`config.mk`:
```
export PLATFORM = sky130hd
export DESIGN_NAME = vec_alu
export DESIGN_NICKNAME = d
export VERILOG_FILES = /design/src/rtl/vec_alu_pkg.sv /design/src/rtl/vec_alu_lane.sv /design/src/rtl/vec_alu.sv
export SDC_FILE = /design/constraint.sdc
export NUM_CORES = 2
export LEC_CHECK = 0
export BUFFER_PORTS_ARGS = -buffer_cell sky130_fd_sc_hd__buf_2
export CAP_MARGIN = 20
export CORE_AREA = 2 2 278 555
export CTS_BUF_LIST = sky130_fd_sc_hd__clkbuf_16
export DETAILED_ROUTE_END_ITERATION = 10
export DIE_AREA = 0 0 280 557
export GPL_ROUTABILITY_DRIVEN = 0
export PLACE_DENSITY_LB_ADDON = 0.05
export SLEW_MARGIN = 10
export SYNTH_ARGS = -nofsm -noshare
export SYNTH_HDL_FRONTEND = slang
export SYNTH_HIERARCHICAL = 1
export SYNTH_SLANG_ARGS = --single-unit
export TNS_END_PERCENT = 10
```
`constraint.sdc`:
```
create_clock -name clk -period 9.9 [get_ports clk]
set_input_delay 0.99 -clock clk [delete_from_list [all_inputs] [get_ports clk]]
set_output_delay 0.99 -clock clk [all_outputs]
set_load 0.02 [all_outputs]
```
`src/rtl/vec_alu_pkg.sv`:
```
// Shared types and defaults for the lane-parallel vector ALU.
// Optional divider is enabled by defining VEC_ALU_DIV_EN.
package vec_alu_pkg;

  localparam int DEF_WIDTH = 20;
  localparam int DEF_LANES = 8;

  typedef enum logic [2:0] {
    OP_ADD = 3'b000,
    OP_SUB = 3'b001,
    OP_MOV = 3'b010,
    OP_MUL = 3'b011,
    OP_DIV = 3'b100
  } vec_op_e;

endpackage

```
`src/rtl/vec_alu_lane.sv`:
```
// Combinational single-element ALU; divide exists only with VEC_ALU_DIV_EN.
module vec_alu_lane
  import vec_alu_pkg::*;
#(
  parameter int WIDTH = DEF_WIDTH
) (
  input  logic [WIDTH-1:0] a,
  input  logic [WIDTH-1:0] b,
  input  logic [2:0]       op,
  output logic [WIDTH-1:0] y
);

`ifdef VEC_ALU_DIV_EN
  logic [WIDTH-1:0] quo;
  logic [WIDTH:0]   rem;

  // Unrolled restoring divider: one compare/subtract row per quotient bit.
  always_comb begin
    quo = '0;
    rem = '0;
    for (int k = WIDTH - 1; k >= 0; k--) begin
      rem = {rem[WIDTH-1:0], a[k]};
      if (rem >= {1'b0, b}) begin
        rem    = rem - {1'b0, b};
        quo[k] = 1'b1;
      end
    end
  end
`endif

  always_comb begin
    y = '0;
    case (op)
      OP_ADD: y = a + b;
      OP_SUB: y = a - b;
      OP_MOV: y = a;
      OP_MUL: y = a * b;
`ifdef VEC_ALU_DIV_EN
      OP_DIV: y = (b == '0) ? '1 : quo;
`endif
      default: y = '0;
    endcase
  end

endmodule

```
`src/rtl/vec_alu.sv`:
```
// Lane-parallel vector ALU with a single registered output stage.
// Define VEC_ALU_DIV_EN to build the per-lane divider for opcode 100.
module vec_alu
  import vec_alu_pkg::*;
#(
  parameter int WIDTH = DEF_WIDTH,
  parameter int LANES = DEF_LANES
) (
  input  logic                        clk,
  input  logic                        reset,
  input  logic [LANES-1:0][WIDTH-1:0] A,
  input  logic [LANES-1:0][WIDTH-1:0] B,
  input  logic [2:0]                  Operation,
  output logic [LANES-1:0][WIDTH-1:0] Result
);

  logic [LANES-1:0][WIDTH-1:0] lane_res;

  for (genvar i = 0; i < LANES; i++) begin : g_lane
    vec_alu_lane #(.WIDTH(WIDTH)) u_lane (
      .a  (A[i]),
      .b  (B[i]),
      .op (Operation),
      .y  (lane_res[i])
    );
  end

  always_ff @(posedge clk) begin
    if (reset) Result <= '0;
    else       Result <= lane_res;
  end

endmodule

```
* After elaboration in Yosys (flattened, before gate mapping)
Cells that the tools add are included.
** Storage, ports and cells
- Register bits :: 160
- Word-level logic and storage cells :: 44
** Operators by class
- Reductions and logical operators :: 1
- Multipliers :: 8
- Equality and inequality tests :: 3
- Add/subtract/negate cells :: 16
- Mux-type cells :: 8
** Operator list (count)
- case mux 20 bit (4 select lines) :: 8
- adder 20 bit :: 8
- multiplier 20 x 20 -> 20 bit :: 8
- subtractor 20 bit :: 8
- == test 3 x 2 -> 1 bit (second input constant) :: 2
- == test 3 x 1 -> 1 bit (second input constant) :: 1
- logical NOT 3 bit :: 1

* Depth between registers and ports, before layout
- Depth in word-level cells :: 2
- Mapped depth :: 28
- Gate-level depth less buffers :: 26

* Modules after synthesis
Netlist, hierarchy kept.
** Modules (own cells, without submodules)
- vec_alu_lane (g_lane[3].u_lane ...) :: area each 7908.8 sq um, instances 2, cells each 978
- vec_alu_lane (g_lane[2].u_lane) :: area each 8025.2 sq um, instances 1, cells each 999
- vec_alu_lane (g_lane[6].u_lane) :: area each 8025.2 sq um, instances 1, cells each 998
- vec_alu_lane (g_lane[0].u_lane) :: area each 7978.9 sq um, instances 1, cells each 989
- vec_alu_lane (g_lane[7].u_lane) :: area each 7963.9 sq um, instances 1, cells each 983
- vec_alu_lane (g_lane[1].u_lane) :: area each 7960.1 sq um, instances 1, cells each 994
- vec_alu_lane (g_lane[5].u_lane) :: area each 7953.9 sq um, instances 1, cells each 983
- vec_alu :: area each 4306.6 sq um, instances 1, cells each 337

* Worst setup path before layout
OpenSTA, ideal clock, no wires.
- Kind :: input-to-reg
- From :: input B[3] in the netlist's numbering
- To :: register Result[19] in the netlist's numbering
- Library setup time :: 0.126 ns
- Slack :: 2.609 ns
- Arrival time :: 7.165 ns
- Data required time :: 9.774 ns
- Path buffers :: 2
- Stages on the path :: 25
- Cells stage by stage :: clkbuf_1 -> clkbuf_1 -> and2_1 -> fa_1 -> fa_1 -> inv_1 -> fa_1 -> inv_1 -> fa_1 -> ha_1 -> fa_1 -> inv_1 -> fa_1 -> inv_1 -> ha_1 -> a21o_1 -> a21oi_1 -> nor3b_2 -> a21oi_1 -> a2111oi_2 -> o21bai_1 -> a21oi_1 -> xnor2_1 -> o221ai_1 -> nor2b_1
** RTL lines
- from (decl) :: line vec_alu.sv:12 : input logic [LANES-1:0][WIDTH-1:0] B,
- to (signal assigned) :: line vec_alu.sv:30 : else Result <= lane_res;
- to (decl) :: line vec_alu.sv:14 : output logic [LANES-1:0][WIDTH-1:0] Result

==> impl_metrics.ini <==
[synth]
synth_top_area_share_pct = 32.49
ys_ff_latch = 160
synthCells = 8239
syn_nets = 10388
yosysWarnings = 6
synth_area_leader_cell = fa_1
ys.flop_type = dfxtp_1
yosysUniqueCellTypes = 109
syn_area_per_cell_um2 = 8.257
synth_edf_count = 0
yosysSeqAreaShare_pct = 4.708
synth_area_leaders = fa_1 32%, ha_1 13%, and2_1 8.5%
synth_area_mm2 = 0.06803
ys_async_sr_fraction_pct = 0

[routing]
dr.first_iter.drc_count = 3145
vias = 54715
wirelength_um = 206200
drc = 0
via_per_inst = 5.292
post_drt_wl_per_cell_um = 19.94
ant_nets = 0
drtPass1Iterations = 6

[clock_tree]
cts_tree = built
htreeDepth = 4
clock_path_buffers = 3
post_cts_buffers = 0
ctsResizeCount = 0
cts_buffers = 25
cts_root_buf = clkbuf_16
cts_hold_buf = 0
clkSlewWorstSetupHoldPaths_ns = 0.08
clock_sinks = 160

[flow_run]
maxCapViolations = 0

[final_layout]
final_cell_mix = 1532 x inv_1, 1104 x fa_1, 940 x nand2_1, 923 x and2_1, 720 x ha_1
final_layout_size_suffix_gt1_share_pct = 7.437
nets = 10533
top_register = Result
fin_util_pct = 47.46
areaGrowthSynthToFinish_pct = 6.141
largest_reg_flops = 160
fillCellCount = 15533
top_regs = Result (160)
layout.cells.most_common = inv_1

[floorplan]
core_mm2 = 0.1521
start_util_pct = 44.72
die_w_um = 280
dieArea_mm2 = 0.1560
ioPinCount = 485
die_h_um = 557
placementRows = 203

[grt]
gr-usage-all-layers_pct = 27.37
grt_max_degree = 94
grt_pass1_wl_um = 332900
grt_pass1_vias = 57319
antenna_found_initial = 6
grt_overflow = 0

[critical_path]
critical_path_class = primary input to flip-flop
start_kind = primary input
cp.arrival_ns = 7.53
cp_max_fo = 19
crit_path_end_kind = flip-flop
crit_required_ns = 10.31

[timing]
period_needed_ns = 7.122
setup_viol = 0
fin_crit_sh_pct = 71.94
hold_viol_final = 0
timing.fmax_ghz = 0.1404
rsz0062_at_grt = false
holdWs_ns = 0.8681
tightestPinTransition_ns = 1.030
tns_ns = 0
slew_headroom_pct = 31.20
slew_violations = 0

[min_path]
hold_path_class = primary input to flip-flop

[placement]
hpwl_um = 156700
io_buffers = 484

[outcome]
run_status = complete, no violations

[power_and_ir_drop]
peakVddDrop_v = 0.0004290
p_per_area_mw_per_mm2 = 337.3
p_leak_nw = 36.39
## through the flow
step           instance area (µm²)  std cells  power [mW]  setup slack [ns]
2_1_floorplan                68030       8239       18.48             2.609
3_3_place_gp                 71530      10303       23.69             2.239
3_5_place_dp                 71530      10303       23.56             2.265
4_1_cts                      72200      10336       24.67             2.811
5_1_grt                      72200      10337       27.81             2.362
6_report                     72210      10340       24.35             2.778
## logic make-up (layout without fill, tap and decap cells)
kind of cell	after synthesis	after routing	synth area share, %
other	0	3	0
multiplexers	51	51	0.7688
flip-flops	160	160	4.708
buffers and inverters	1920	2071	10.71
adder cells (fa/ha/maj)	1824	1824	45.73
XOR/XNOR	657	657	8.491
AO/OA/AOI/OAI	922	922	9.078
AND/OR/NAND/NOR	2705	2705	20.52
## layout make-up
type	count	area (µm²)	area share, %
Inverter	1534	5758	7.974
Tap cell	1947	2436	3.374
Timing Repair Buffer	504	2591	3.589
Clock inverter	8	37.54	0.05198
Antenna cell	3	7.507	0.01040
Sequential cell	160	3203	4.436
Clock buffer	25	625.6	0.8664
Multi-Input combinational cell	6159	57550	79.70
## Yosys cell counts (all sizes together), types with 8 or more instances
master / instances
clkbuf: 360
a21o: 54
or4: 21
fa: 1104
o21bai: 16
a31oi: 20
or3: 46
o22ai: 13
buf: 26
xnor2: 434
nor3: 67
a221o: 17
a211oi: 62
nor2b: 189
nand3b: 15
o21a: 54
o41ai: 12
nor4: 28
mux2: 10
and3: 10
nand2: 941
o31a: 8
and2b: 19
o2111ai: 19
nor2: 278
or2: 24
nand2b: 62
a22oi: 29
mux2i: 41
a32oi: 13
nor3b: 18
a21oi: 225
nand3: 51
a21boi: 12
xor2: 223
dfxtp: 160
ha: 720
o221ai: 28
inv: 1534
o21ai: 228
o31ai: 35
o211ai: 17
and2: 926
## power by group
part	internal (mW)	switching, mW
sequential	0.789	0.0696
combinational	10.0	12.7
clock	0.451	0.355
## critical path: stages
cell and delay (ns):
buf_2 0.37, and2_1 0.22, fa_1 0.44, fa_1 0.54
inv_1 0.06, fa_1 0.53, inv_1 0.05, fa_1 0.46
ha_1 0.33, fa_1 0.54, inv_1 0.05, fa_1 0.52
inv_1 0.04, ha_1 0.35, a21o_1 0.20, a21oi_1 0.23
nor3b_2 0.32, a21oi_1 0.13, a2111oi_2 0.44, o21bai_1 0.11
a21oi_1 0.19, xnor2_1 0.14, o221ai_1 0.12, nor2b_1 0.15
## metal layers
layer / global-route usage [%] / part of all wire, % / vias up
met4: 5.314 / 1.9 / 0
met1: 40.21 / 47 / 27224
met3: 2.728 / 5.5 / 226
li1: - / - / 25710
met2: 43.76 / 45 / 1555
met5: 0 / 0 / -
## worst paths after layout
| kind | startpoint | end | cells after the start |
|---|---|---|---|
| min | A[59] | Result[59] | 4 |
| max | B[3] | Result[19] | 24 |
No activity file was read; power rests on OpenSTA's default activity.
